--- src/rtl/ldpc_3gpp_dec_sched_pkg.sv ---
// Shared types for the ldpc_3gpp decoder frame scheduler: engine index/mask,
// FSM state encodings and the one-hot helper.
package ldpc_3gpp_dec_sched_pkg;

  localparam int cENGINE_NUM_MAX = 8;
  localparam int cINFLIGHT_W     = 4;

  typedef logic [2:0]                 engine_idx_t;
  typedef logic [cENGINE_NUM_MAX-1:0] engine_mask_t;

  typedef enum logic {
    cIN_WAIT,
    cIN_FRAME
  } in_state_t;

  typedef enum logic [2:0] {
    cO_WAIT,
    cO_START,
    cO_READ,
    cO_RELEASE,
    cO_HOLD
  } out_state_t;

  function automatic engine_mask_t onehot(engine_idx_t idx);
    engine_mask_t m;
    m      = '0;
    m[idx] = 1'b1;
    return m;
  endfunction

endpackage

--- src/rtl/ldpc_3gpp_dec_sched_ptr.sv ---
// Wrapping round-robin engine index: advances on iinc while enabled,
// pNUM-1 wraps to 0.
module ldpc_3gpp_dec_sched_ptr #(
  parameter int pNUM = 4,
  parameter int pW   = 2
) (
  input  logic          iclk,
  input  logic          ireset_n,
  input  logic          iclkena,
  input  logic          iinc,
  output logic [pW-1:0] optr
);

  always_ff @(posedge iclk or negedge ireset_n) begin
    if (!ireset_n)
      optr <= '0;
    else if (iclkena && iinc)
      optr <= (optr == pW'(pNUM - 1)) ? '0 : optr + 1'b1;
  end

endmodule

--- src/rtl/ldpc_3gpp_dec_sched.sv ---
// Round-robin frame scheduler: hands each incoming LLR frame to the next engine
// input buffer and drains engine outputs to a single reader in arrival order.
module ldpc_3gpp_dec_sched
  import ldpc_3gpp_dec_sched_pkg::*;
#(
  parameter int pENGINE_NUM = 4
) (
  input  logic                   iclk,
  input  logic                   ireset_n,
  input  logic                   iclkena,
  input  logic                   isop,
  input  logic                   ival,
  input  logic                   ieop,
  output logic                   ordy,
  output logic [pENGINE_NUM-1:0] owr_sel,
  input  logic [pENGINE_NUM-1:0] iengine_ibuf_rdy,
  output logic [pENGINE_NUM-1:0] oengine_ibuf_full,
  input  logic [pENGINE_NUM-1:0] iengine_obuf_full,
  output logic [pENGINE_NUM-1:0] oengine_obuf_empty,
  output logic                   orstart,
  output logic [pENGINE_NUM-1:0] orsel,
  input  logic                   iout_done,
  output logic [3:0]             oinflight,
  output logic                   osync_err
);

  localparam int pENGINE_W = (pENGINE_NUM > 1) ? $clog2(pENGINE_NUM) : 1;
  // The 4-bit counter tops out at 15, so 8 engines get one slot less than 2*N.
  localparam int cMAX_INFLIGHT = (2 * pENGINE_NUM > 15) ? 15 : 2 * pENGINE_NUM;

  logic [pENGINE_W-1:0]   wr_ptr, rd_ptr;
  logic [pENGINE_NUM-1:0] wr_mask, rd_mask;
  logic                   wr_inc, rd_inc;
  logic                   wr_evt, rel_evt;
  logic [4:0]             inflight_pend;
  logic                   wr_room;
  logic                   in_word;
  in_state_t              in_state;
  out_state_t             out_state;

  assign wr_mask = pENGINE_NUM'(onehot(engine_idx_t'(wr_ptr)));
  assign rd_mask = pENGINE_NUM'(onehot(engine_idx_t'(rd_ptr)));

  assign wr_inc  = (in_state == cIN_FRAME) && ival && ieop;
  assign rd_inc  = (out_state == cO_READ) && iout_done;

  assign wr_evt  = |oengine_ibuf_full;
  assign rel_evt = |oengine_obuf_empty;

  // A frame-written pulse still on the wire is not yet in oinflight; count it
  // so back-to-back short frames cannot overshoot the limit.
  assign inflight_pend = {1'b0, oinflight} + 5'(wr_evt);
  assign wr_room       = inflight_pend < 5'(cMAX_INFLIGHT);

  ldpc_3gpp_dec_sched_ptr #(.pNUM(pENGINE_NUM), .pW(pENGINE_W)) u_wr_ptr (
    .iclk     (iclk),
    .ireset_n (ireset_n),
    .iclkena  (iclkena),
    .iinc     (wr_inc),
    .optr     (wr_ptr)
  );

  ldpc_3gpp_dec_sched_ptr #(.pNUM(pENGINE_NUM), .pW(pENGINE_W)) u_rd_ptr (
    .iclk     (iclk),
    .ireset_n (ireset_n),
    .iclkena  (iclkena),
    .iinc     (rd_inc),
    .optr     (rd_ptr)
  );

  always_ff @(posedge iclk or negedge ireset_n) begin
    if (!ireset_n) begin
      in_state          <= cIN_WAIT;
      ordy              <= 1'b0;
      owr_sel           <= '0;
      oengine_ibuf_full <= '0;
      osync_err         <= 1'b0;
      in_word           <= 1'b0;
    end else if (iclkena) begin
      oengine_ibuf_full <= '0;
      if (ival && (!ordy || (isop && in_word)))
        osync_err <= 1'b1;
      case (in_state)
        cIN_WAIT: begin
          if (iengine_ibuf_rdy[wr_ptr] && wr_room) begin
            in_state <= cIN_FRAME;
            ordy     <= 1'b1;
            owr_sel  <= wr_mask;
          end
        end
        cIN_FRAME: begin
          if (ival) begin
            in_word <= !ieop;
            if (ieop) begin
              in_state          <= cIN_WAIT;
              ordy              <= 1'b0;
              owr_sel           <= '0;
              oengine_ibuf_full <= wr_mask;
            end
          end
        end
      endcase
    end
  end

  always_ff @(posedge iclk or negedge ireset_n) begin
    if (!ireset_n) begin
      out_state          <= cO_WAIT;
      orstart            <= 1'b0;
      orsel              <= '0;
      oengine_obuf_empty <= '0;
    end else if (iclkena) begin
      case (out_state)
        cO_WAIT: begin
          if (iengine_obuf_full[rd_ptr]) begin
            out_state <= cO_START;
            orstart   <= 1'b1;
            orsel     <= rd_mask;
          end
        end
        cO_START: begin
          orstart   <= 1'b0;
          out_state <= cO_READ;
        end
        cO_READ: begin
          if (iout_done) begin
            out_state          <= cO_RELEASE;
            oengine_obuf_empty <= rd_mask;
          end
        end
        cO_RELEASE: begin
          oengine_obuf_empty <= '0;
          orsel              <= '0;
          out_state          <= cO_HOLD;
        end
        cO_HOLD:  out_state <= cO_WAIT;
        default:  out_state <= cO_WAIT;
      endcase
    end
  end

  always_ff @(posedge iclk or negedge ireset_n) begin
    if (!ireset_n)
      oinflight <= '0;
    else if (iclkena) begin
      case ({wr_evt, rel_evt})
        2'b10:   if (oinflight != 4'(cMAX_INFLIGHT)) oinflight <= oinflight + 1'b1;
        2'b01:   if (oinflight != '0) oinflight <= oinflight - 1'b1;
        default: oinflight <= oinflight;
      endcase
    end
  end

endmodule

--- config.mk ---
export PLATFORM = sky130hd
export DESIGN_NAME = ldpc_3gpp_dec_sched
export DESIGN_NICKNAME = d
export VERILOG_FILES = /design/src/rtl/ldpc_3gpp_dec_sched_pkg.sv /design/src/rtl/ldpc_3gpp_dec_sched_ptr.sv /design/src/rtl/ldpc_3gpp_dec_sched.sv
export SDC_FILE = /design/constraint.sdc
export NUM_CORES = 1
export LEC_CHECK = 0
export ABC_AREA = 1
export BUFFER_PORTS_ARGS = -buffer_cell sky130_fd_sc_hd__buf_2
export CAP_MARGIN = 20
export CORE_ASPECT_RATIO = 0.7
export CORE_MARGIN = 10
export CORE_UTILIZATION = 54
export CTS_BUF_LIST = sky130_fd_sc_hd__clkbuf_2 sky130_fd_sc_hd__clkbuf_4 sky130_fd_sc_hd__clkbuf_8
export DETAILED_ROUTE_END_ITERATION = 7
export GPL_TIMING_DRIVEN = 0
export PLACE_DENSITY = 0.9
export SLEW_MARGIN = 20
export SYNTH_ARGS = -nofsm -noshare
export SYNTH_HDL_FRONTEND = slang
export SYNTH_SLANG_ARGS = --single-unit
--- constraint.sdc ---
create_clock -name iclk -period 4 [get_ports iclk]
set_input_delay 1 -clock iclk [delete_from_list [all_inputs] [get_ports iclk]]
set_output_delay 1 -clock iclk [all_outputs]
set_load 0.05 [all_outputs]
-- Word level (Yosys, flattened, before mapping)
Index checks and enable logic that the tools add are counted.
- register bits after elaboration: 32
- latch bits: 0
- RAM bits: 0
- memory bits (read-only): 0
- output and inout port bits: 23
- logic and storage cells: 107
- memories kept: 0
- add/sub/neg operators: 5
- $mul: 0
- divide/modulo/power cells: 0
- order comparisons: 7
- eq/ne operators: 15
- shift operators: 0
- mux-type cells: 37
- bitwise logic cells: 1
- reductions and logical operators: 29
- operators by type and width (kind ; number):
    $mux W4 ; 10
    $pmux W4 S2 ; 4
    $reduce_and A3 Y1 ; 5
    $ne A2 B2 Y1 const B ; 7
    $pmux W3 S4 ; 1
    $mux W1 ; 11
    $logic_and A1 B1 Y1 ; 10
    $lt A2 B4 Y1 const B ; 2
    $reduce_and A4 Y1 ; 2
    $reduce_bool A2 Y1 ; 4
    $reduce_or A4 Y1 ; 2
    $eq A2 B2 Y1 const B ; 3
    $eq A3 B2 Y1 const B ; 2
    $lt A2 B3 Y1 const B ; 2
    $mux W3 ; 2
    $pmux W1 S2 ; 3
    $add A4 B1 Y5 ; 1
    $lt A5 B4 Y1 const B ; 1
    $add A2 B1 Y2 const B ; 2
    $add A4 B1 Y4 const B ; 1
    $bmux W1 S2 ; 2
    $demux W1 S2 ; 2
    $ge A2 B1 Y1 const B ; 2
    $mux W2 ; 2
    10 further kinds ; 11

-- Depth between registers and ports, before layout
Gate-level depths: netlist of run 1.
- depth after elaboration: 7
- mapped depth: 13
- depth with buffers taken out: 13

-- By module
From an unflattened synthesis of run 1, not the netlist that was laid out.
- cell total of the unflattened synthesis: 219
- area, all modules: 1731.7 um2
- modules (own cells, without submodules) (module ; instances ; cells each ; area an instance (um2) ; sequential area each (um2)):
    ldpc_3gpp_dec_sched ; 1 ; 195 ; 1534.0 ; 700.7
    ldpc_3gpp_dec_sched_ptr ; 2 ; 12 ; 98.8 ; 50.0

-- Worst setup path before layout of run 1
Ideal clock, no wire load.
- path type: reg2reg
- start point: register oengine_ibuf_full[0]
- end point: register oinflight[2]
- data arrival time: 1593 ps
- path slack: 2289 ps
- cell stages (with the launch flop): 13
- buffers on the path: 0
- period minus slack after synthesis: 1711 ps
- cell sequence: dfrtp_1 > inv_1 > nand2_1 > nor2_4 > nand2_1 > xor2_1 > ha_1 > inv_1 > nand2_1 > nand2_1 > nand2_1 > nand2_1 > nand2_1
- word-level cells in the longest chain between the ends: 4
- elaborated cells between the ends (all ways): 8
- those cells by class: eq/ne: 4; mux: 1; reduce/logical: 3
- RTL lines (what ; line ; text):
    start, declared ; ldpc_3gpp_dec_sched.sv:17 ; output logic [pENGINE_NUM-1:0] oengine_ibuf_full,
    start signal, assigned ; ldpc_3gpp_dec_sched.sv:98 ; oengine_ibuf_full <= wr_mask;
    $reduce_or A4 Y1 (*) ; ldpc_3gpp_dec_sched.sv:47 ; assign wr_evt = |oengine_ibuf_full;
    $eq A2 B1 Y1 / $eq A2 B2 Y1 (equally long branches) ; ldpc_3gpp_dec_sched.sv:146 ; case ({wr_evt, rel_evt})
    $ne A2 B2 Y1 (no line) / $reduce_bool A2 Y1 (equally long branches) ; -- ;
    $reduce_and A4 Y1 (no line) ; -- ;
    end signal, assigned ; ldpc_3gpp_dec_sched.sv:147 ; 2'b10: if (oinflight != 4'(cMAX_INFLIGHT)) oinflight <= oinflight + 1'b1;
    end signal, assigned ; ldpc_3gpp_dec_sched.sv:148 ; 2'b01: if (oinflight != '0) oinflight <= oinflight - 1'b1;
    end signal, assigned ; ldpc_3gpp_dec_sched.sv:149 ; default: oinflight <= oinflight;
    end, declared ; ldpc_3gpp_dec_sched.sv:23 ; output logic [3:0] oinflight,
Every way passes the cells marked *; elsewhere a longest branch is shown, timed or not.
A chain may end at the register's enable or synchronous reset.

-- Final worst setup path of run 1
- start point: register oinflight[0]
- end point: output oinflight[0]
No word-level cell between the ends.

==> results of run 1 <==
## state kept, by name, indices dropped and copies added (netlist names)
register / cells
out_state: 3
in_state: 1
ordy: 1
u_rd_ptr.optr: 2
owr_sel: 4
oengine_ibuf_full: 4
oinflight: 4
u_wr_ptr.optr: 2
oengine_obuf_empty: 4
in_word: 1
orsel: 4
osync_err: 1
orstart: 1
## cell families (layout without fill, tap and decap cells)
group	count (synthesis)	count (layout)
AND/OR/NAND/NOR	124	124
buffers and inverters	38	83
flip-flops	32	32
AO/OA/AOI/OAI	28	28
adder cells (fa/ha/maj)	9	9
XOR/XNOR	2	2
## metal layers
layer,wire length (um),vias to the layer above,part of all wire
met4,56,0,0.013
met3,390,7,0.093
met1,1800,747,0.43
met5,0,-,0
li1,-,814,-
met2,1950,53,0.46
## through the flow
stage | hold slack [ns] | setup WS, ns | power (mW) | cell area [sq um] | instances
floorplan | 0.453 | 2.29 | 1.33 | 1770 | 233
global placement | 0.452 | 2.14 | 1.53 | 2000 | 308
detailed placement | 0.453 | 2.07 | 1.57 | 2000 | 308
CTS | 0.470 | 1.99 | 1.90 | 2110 | 316
global route | 0.494 | 1.95 | 2.05 | 2110 | 316
finish | 0.464 | 2.00 | 1.89 | 2110 | 316
## how the worst max path moves through the flow
stage                                     from  cells after the start  slack (ns)           end
after global placement    iengine_obuf_full[1]                     10        2.14  out_state[2]
final                             oinflight[0]                      1        2.00  oinflight[0]
after detailed placement  iengine_obuf_full[1]                     10        2.07  out_state[2]
after CTS                         oinflight[0]                      1        1.99  oinflight[0]
after global routing              oinflight[0]                      1        1.95  oinflight[0]
after floorplan           oengine_ibuf_full[0]                     12        2.29  oinflight[2]
## layout make-up
class	count	share of cell area
flip-flops and latches	32	0.380
plain buffers	1	0.00178
repair buffers	37	0.0878
inverters	37	0.0658
clock inverters	3	0.0202
well taps	38	0.0225
multi-input cells	163	0.390
clock buffers	5	0.0326
## placed cells by master (no fill, tap or decap), types with 2 or more instances in the layout
master    count
buf_2        37
inv_1        36
nor2_2        2
nor2_1       18
o211ai_1      2
dfrtp_1      32
o21ai_1       6
a21oi_1       8
clkbuf_8      5
nand3_1      18
nand2_2       3
nor2_4        2
nand2_1      75
ha_1          9
xor2_1        2
o21ai_0      11
## power by group through the flow
stage / Combinational (mW) / Sequential, mW / Clock (mW)
2_1_floorplan: 0.504 / 0.825 / 0
3_3_place_gp: 0.976 / 0.557 / 0
3_5_place_dp: 1.01 / 0.564 / 0
4_1_cts: 1.02 / 0.559 / 0.314
5_1_grt: 1.14 / 0.582 / 0.328
6_report: 1.02 / 0.559 / 0.311
==> summary.txt, run 1 <==
Outcome
  – Status: finished, final reports clean

Pwr
  – Power Density: 896 nW/um^2
  – Leakage dissipation: 1.20 nW
  – NetSw: 981 uW
  – Clock power share: 0.164
  – Seq pwr share: 0.296
  – Net Sw Frac: 0.519
  – Logic pwr share: 0.540
  – Peak supply drop: 459 uV
  – Int Pwr: 909 uW

Critical path
  – Cells on worst reg2reg path: 12
  – WP buf/inv: 1
  – CP Data Required Time: 3.00 ns
  – Worst Setup Start Kind: register
  – Crit-path max FO: 5
  – WS Path Type: register to primary output
  – Reg-to-reg setup timing slack: 2.37 ns
  – CP max stage cell: dfrtp_1
  – Worst Path Arrival: 1.00 ns
  – Critical path's top delay family: flip-flops
  – Kind of end point of the critical path: primary output
  – Crit-path cells: buf_2
  – Worst flop-to-flop path startpoint: oengine_obuf_empty[1]
  – FF-to-FF End: oinflight[2]
  – Slowest stage delay, CP: 0.42 ns

Floorplan
  – Die span in x: 88.3 um
  – Core area: 3150 sq um
  – Initial Util: 0.561
  – Num rows: 17
  – Die Area: 5990 sq um
  – Height of the chip: 67.8 um
  – Io pins: 38

Logic synthesis
  – Post-synthesis sequential area ratio: 0.454
  – Synth top area share: 0.454
  – EDFF count, synth: 0
  – Synth Area in Compound Gates: 0.0843
  – Largest cells by area after synthesis: dfrtp_1 (45%), nand2_1 (16%), inv_1 (7.7%), ha_1 (6.4%), nand3_1 (5.1%)
  – Syn_nets: 257
  – Count of cell types in the netlist: 23
  – Post-Syn Area: 1770 sq um
  – Adder-cell share of the synthesized area: 0.0638
  – Synth Instances: 233
  – Async set or reset register ratio after synthesis: 1.00
  – Synth cell count leaders: nand2_1 (75), inv_1 (36), dfrtp_1 (32)
  – Most common cell in the synthesized netlist: nand2_1
  – FF+latch count, synth: 32
  – Largest family of logic cells by synthesized area: simple AND/OR/NAND/NOR gates
  – Area leader, netlist: dfrtp_1
  – Dominant register cell in the synthesized netlist: dfrtp_1
  – Synth warn: 0
  – XOR/XNOR Fraction of Synth Area: 0.00992
  – Post-Synth Simple-Gate Area: 0.308
  – Mux cell area share after synthesis: 0
  – Avg Cell Area, Syn: 7.58 sq um

Clock tree
  – Setup bufs post-CTS: 0
  – CTS max path bufs: 2
  – # hold bufs at CTS: 0
  – Clk_lat worst skew: 0.29 ns
  – # resized after CTS: 0
  – H-tree levels: 2
  – CTS Sinks: 32
  – TritonCTS buffer count: 5
  – Clk slew on worst S/H paths: 0.07 ns
  – Clock Tree Root: clkbuf_8
  – CTS tree: built

Global routing
  – GR Util met3: 0.0593
  – GRT Residual Overflow: 0
  – Largest net degree at the start of global routing: 33
  – Gr usage total: 0.151
  – Met1 usage: 0.187
  – GRT busiest layer: met2
  – First-pass GRT wire length: 7110 um
  – Met2 usage: 0.236
  – Vias in the first global route: 1536
  – Initial antenna violation count: 0

Detailed routing
  – Vias per inst: 5.13
  – WL final: 4200 um
  – Remaining antenna violation count: 0
  – DRC: 0
  – Pre-antenna DRT Iters: 4
  – DR WL/cell: 13.3 um
  – Vias: 1621
  – Iter 0 DRT Violations: 81

STA
  – Tcrit/Tclk final: 0.501
  – Slew Limit Fails: 0
  – Setup TNS: 0 ns
  – Setup Viol. Count Final: 0
  – Min cycle time layout: 2.00 ns
  – Slew margin rel.: 0.532
  – Worst-Margin Slew: 0.702 ns
  – RSZ-0062 raised after global routing: no
  – Final count of hold timing violations: 0
  – F_max: 499 MHz
  – Skew final: 0.00676 ns

Placement
  – Final HPWL DP: 3210 um
  – Port Buffer Count: 37
  – Gpl congestion: 0.885

Finish
  – Layout cells sized above 1: 0.205
  – Area of the multi-input gates: 822 sq um
  – Nets: 301
  – # fillers: 280
  – Area Growth Syn to Fin: 19.5%
  – Register Area: 801 sq um
  – Fin util: 0.670
  – Number of inserted diodes: 0

Worst hold path
  – Hold path start: owr_sel[2]
  – Hold EP: owr_sel[2]
  – HP Class: register to register
  – Worst hold path depth: 2

Run
  – Max cap viols: 0
(Power assumes the default switching activity.)
==> run 2: changes to the inputs <==
--- a/config.mk
+++ b/config.mk
@@ -10,11 +10,11 @@
 export CAP_MARGIN = 20
 export CORE_ASPECT_RATIO = 0.7
 export CORE_MARGIN = 10
-export CORE_UTILIZATION = 54
+export CORE_UTILIZATION = 51
 export CTS_BUF_LIST = sky130_fd_sc_hd__clkbuf_2 sky130_fd_sc_hd__clkbuf_4 sky130_fd_sc_hd__clkbuf_8
 export DETAILED_ROUTE_END_ITERATION = 7
 export GPL_TIMING_DRIVEN = 0
-export PLACE_DENSITY = 0.9
+export PLACE_DENSITY = 0.89
 export SLEW_MARGIN = 20
 export SYNTH_ARGS = -nofsm -noshare
 export SYNTH_HDL_FRONTEND = slang
==> constraint.sdc (replaced) <==
create_clock -name iclk -period 1.68 [get_ports iclk]
set_input_delay 0.42 -clock iclk [delete_from_list [all_inputs] [get_ports iclk]]
set_output_delay 0.42 -clock iclk [all_outputs]
set_load 0.05 [all_outputs]
==> run 2 against run 1 <==
Sequential cell count is the same. Highest routed layer unchanged. Combinational power grew 140%. Setup slack lost 1.9 ns. Clock-buffer cell count is 2 higher.
==> summary.txt, run 2 (same netlist as run 1, synthesis figures left out) <==
STA
  – Setup Viol. Count Final: 0
  – F_max: 649 MHz
  – Setup slack after layout: 0.140 ns
  – Final count of hold timing violations: 0
  – Min cycle time layout: 1.54 ns
  – Worst-Margin Slew: 0.701 ns
  – Tcrit/Tclk final: 0.917
  – Slew margin rel.: 0.533
  – Setup TNS: 0 ns
  – Slew Limit Fails: 0
  – Skew final: 0.0115 ns
  – Hold WS: 0.165 ns

Critical path
  – Worst Setup Start Kind: register
  – Crit-path cells: nor2_2 -> nand2_2 -> nand2_4 -> xor2_2 -> ha_1 -> inv_1 -> nand2_1 -> inv_1 -> nand2_1 -> nand2_1 -> nand2_1 -> nand2_1
  – Crit-path max FO: 6
  – Reg-to-reg setup timing slack: 0.14 ns
  – Kind of end point of the critical path: register
  – CP Data Required Time: 1.87 ns
  – Most used cell, CP: nand2_1
  – Worst Path Arrival: 1.73 ns
  – WS Path Type: register to register
  – CP max stage cell: dfrtp_2
  – Slowest stage delay, CP: 0.43 ns
  – WP buf/inv: 2
  – Critical path's top delay family: simple AND/OR/NAND/NOR gates

Pwr
  – NetSw: 2.34 mW
  – Power Density: 2130 nW/um^2
  – Net Sw Frac: 0.504
  – Seq pwr share: 0.290
  – Peak supply drop: 1160 uV
  – Int Pwr: 2.30 mW
  – Leakage dissipation: 1.21 nW
  – Final Power: 4.63 mW
  – Logic pwr share: 0.535
  – Clock power share: 0.175

Finish
  – Layout cells sized above 1: 0.262
  – Number of inserted diodes: 0
  – Leading cell types in the layout, fill and taps excluded: nand2_1 (71), buf_2 (37), inv_1 (34), dfrtp_1 (26), nand3_1 (18)
  – Most common cell after layout, fill and taps aside: nand2_1
  – Area Growth Syn to Fin: 23.4%
  – Nets: 302
  – Fin util: 0.674

Floorplan
  – Die Area: 6250 sq um
  – Num rows: 17
  – Core area: 3230 sq um
  – Initial Util: 0.546
  – Height of the chip: 69.2 um
  – Die span in x: 90.3 um
  – Io pins: 38

Global routing
  – Gr usage total: 0.131
  – Initial antenna violation count: 0
  – Vias in the first global route: 1545
  – GRT Residual Overflow: 0
  – Largest net degree at the start of global routing: 33
  – First-pass GRT wire length: 6990 um

Clock tree
  – TritonCTS buffer count: 5
  – # hold bufs at CTS: 0
  – CTS max path bufs: 2
  – CTS tree: built
  – H-tree levels: 2
  – Clock Tree Root: clkbuf_8
  – CTS Sinks: 32
  – Clk slew on worst S/H paths: 0.07 ns
  – Clk_lat worst skew: 0.29 ns

Detailed routing
  – Pre-antenna DRT Iters: 4
  – Remaining antenna violation count: 0
  – Top layer in use: met4
  – Vias: 1591
  – WL final: 4060 um
  – Iter 0 DRT Violations: 115
  – WL met3: 223 um
  – Vias per inst: 4.88
  – DR WL/cell: 12.4 um
  – DRC: 0
  – Met1 WL: 1960 um
  – Routed met2 length: 1830 um

Worst hold path
  – HP Class: primary input to async pin

Outcome
  – Status: finished, final reports clean

Placement
  – Port Buffer Count: 37
  – Place WS: 0.0756 ns
  – Final HPWL DP: 3040 um
  – Gpl congestion: 0.918

Run
  – Max cap viols: 0
[run 2: power groups by stage]
stage | combinational (mW) | clock, mW | sequential, mW
final | 2.48 | 0.810 | 1.34
after CTS | 2.40 | 0.818 | 1.33
after detailed placement | 2.38 | 0 | 1.34
after floorplan | 1.20 | 0 | 1.97
after global routing | 2.80 | 0.848 | 1.39
after global placement | 2.33 | 0 | 1.33
[run 2: final cells by class]
| type | count | area [sq um] |
|---|---|---|
| sequential | 32 | 808 |
| tap | 47 | 58.8 |
| fill | 288 | 1050 |
| timing repair buffer | 38 | 193 |
| inverter | 37 | 139 |
| buffer | 1 | 3.75 |
| multi-input combinational | 163 | 850 |
| clock buffer | 7 | 96.3 |
| clock inverter | 1 | 30.0 |
[run 2: path summary, 6_finish.rpt]
check | from | endpoint | cells after the start
max reg2reg | oengine_obuf_empty[3] | oinflight[2] | 12
min reg2reg | owr_sel[2] | owr_sel[2] | 2
max | oengine_obuf_empty[3] | oinflight[2] | 12
max in group asynchronous | ireset_n | oengine_ibuf_full[0] | 1
min in group iclk | ieop | in_word | 2
min | ireset_n | orsel[2] | 1
[run 2: metal layers]
| layer | GRT usage | vias to the layer above |
|---|---|---|
| li1 | - | 813 |
| met3 | 0.0431 | 7 |
| met2 | 0.201 | 39 |
| met1 | 0.169 | 732 |
| met4 | 0.0418 | 0 |
| met5 | 0 | - |
[run 2: metrics by stage]
step	instance area, sq um	cells
3_5_place_dp	2020	317
6_report	2180	326
5_1_grt	2180	326
3_3_place_gp	2020	317
2_1_floorplan	1770	233
4_1_cts	2140	325
[run 2: timing repair]
item | CTS | global route
buffers inserted | 0 | 1
setup endpoints to repair | 0 | 2
gates resized for setup | 0 | 10
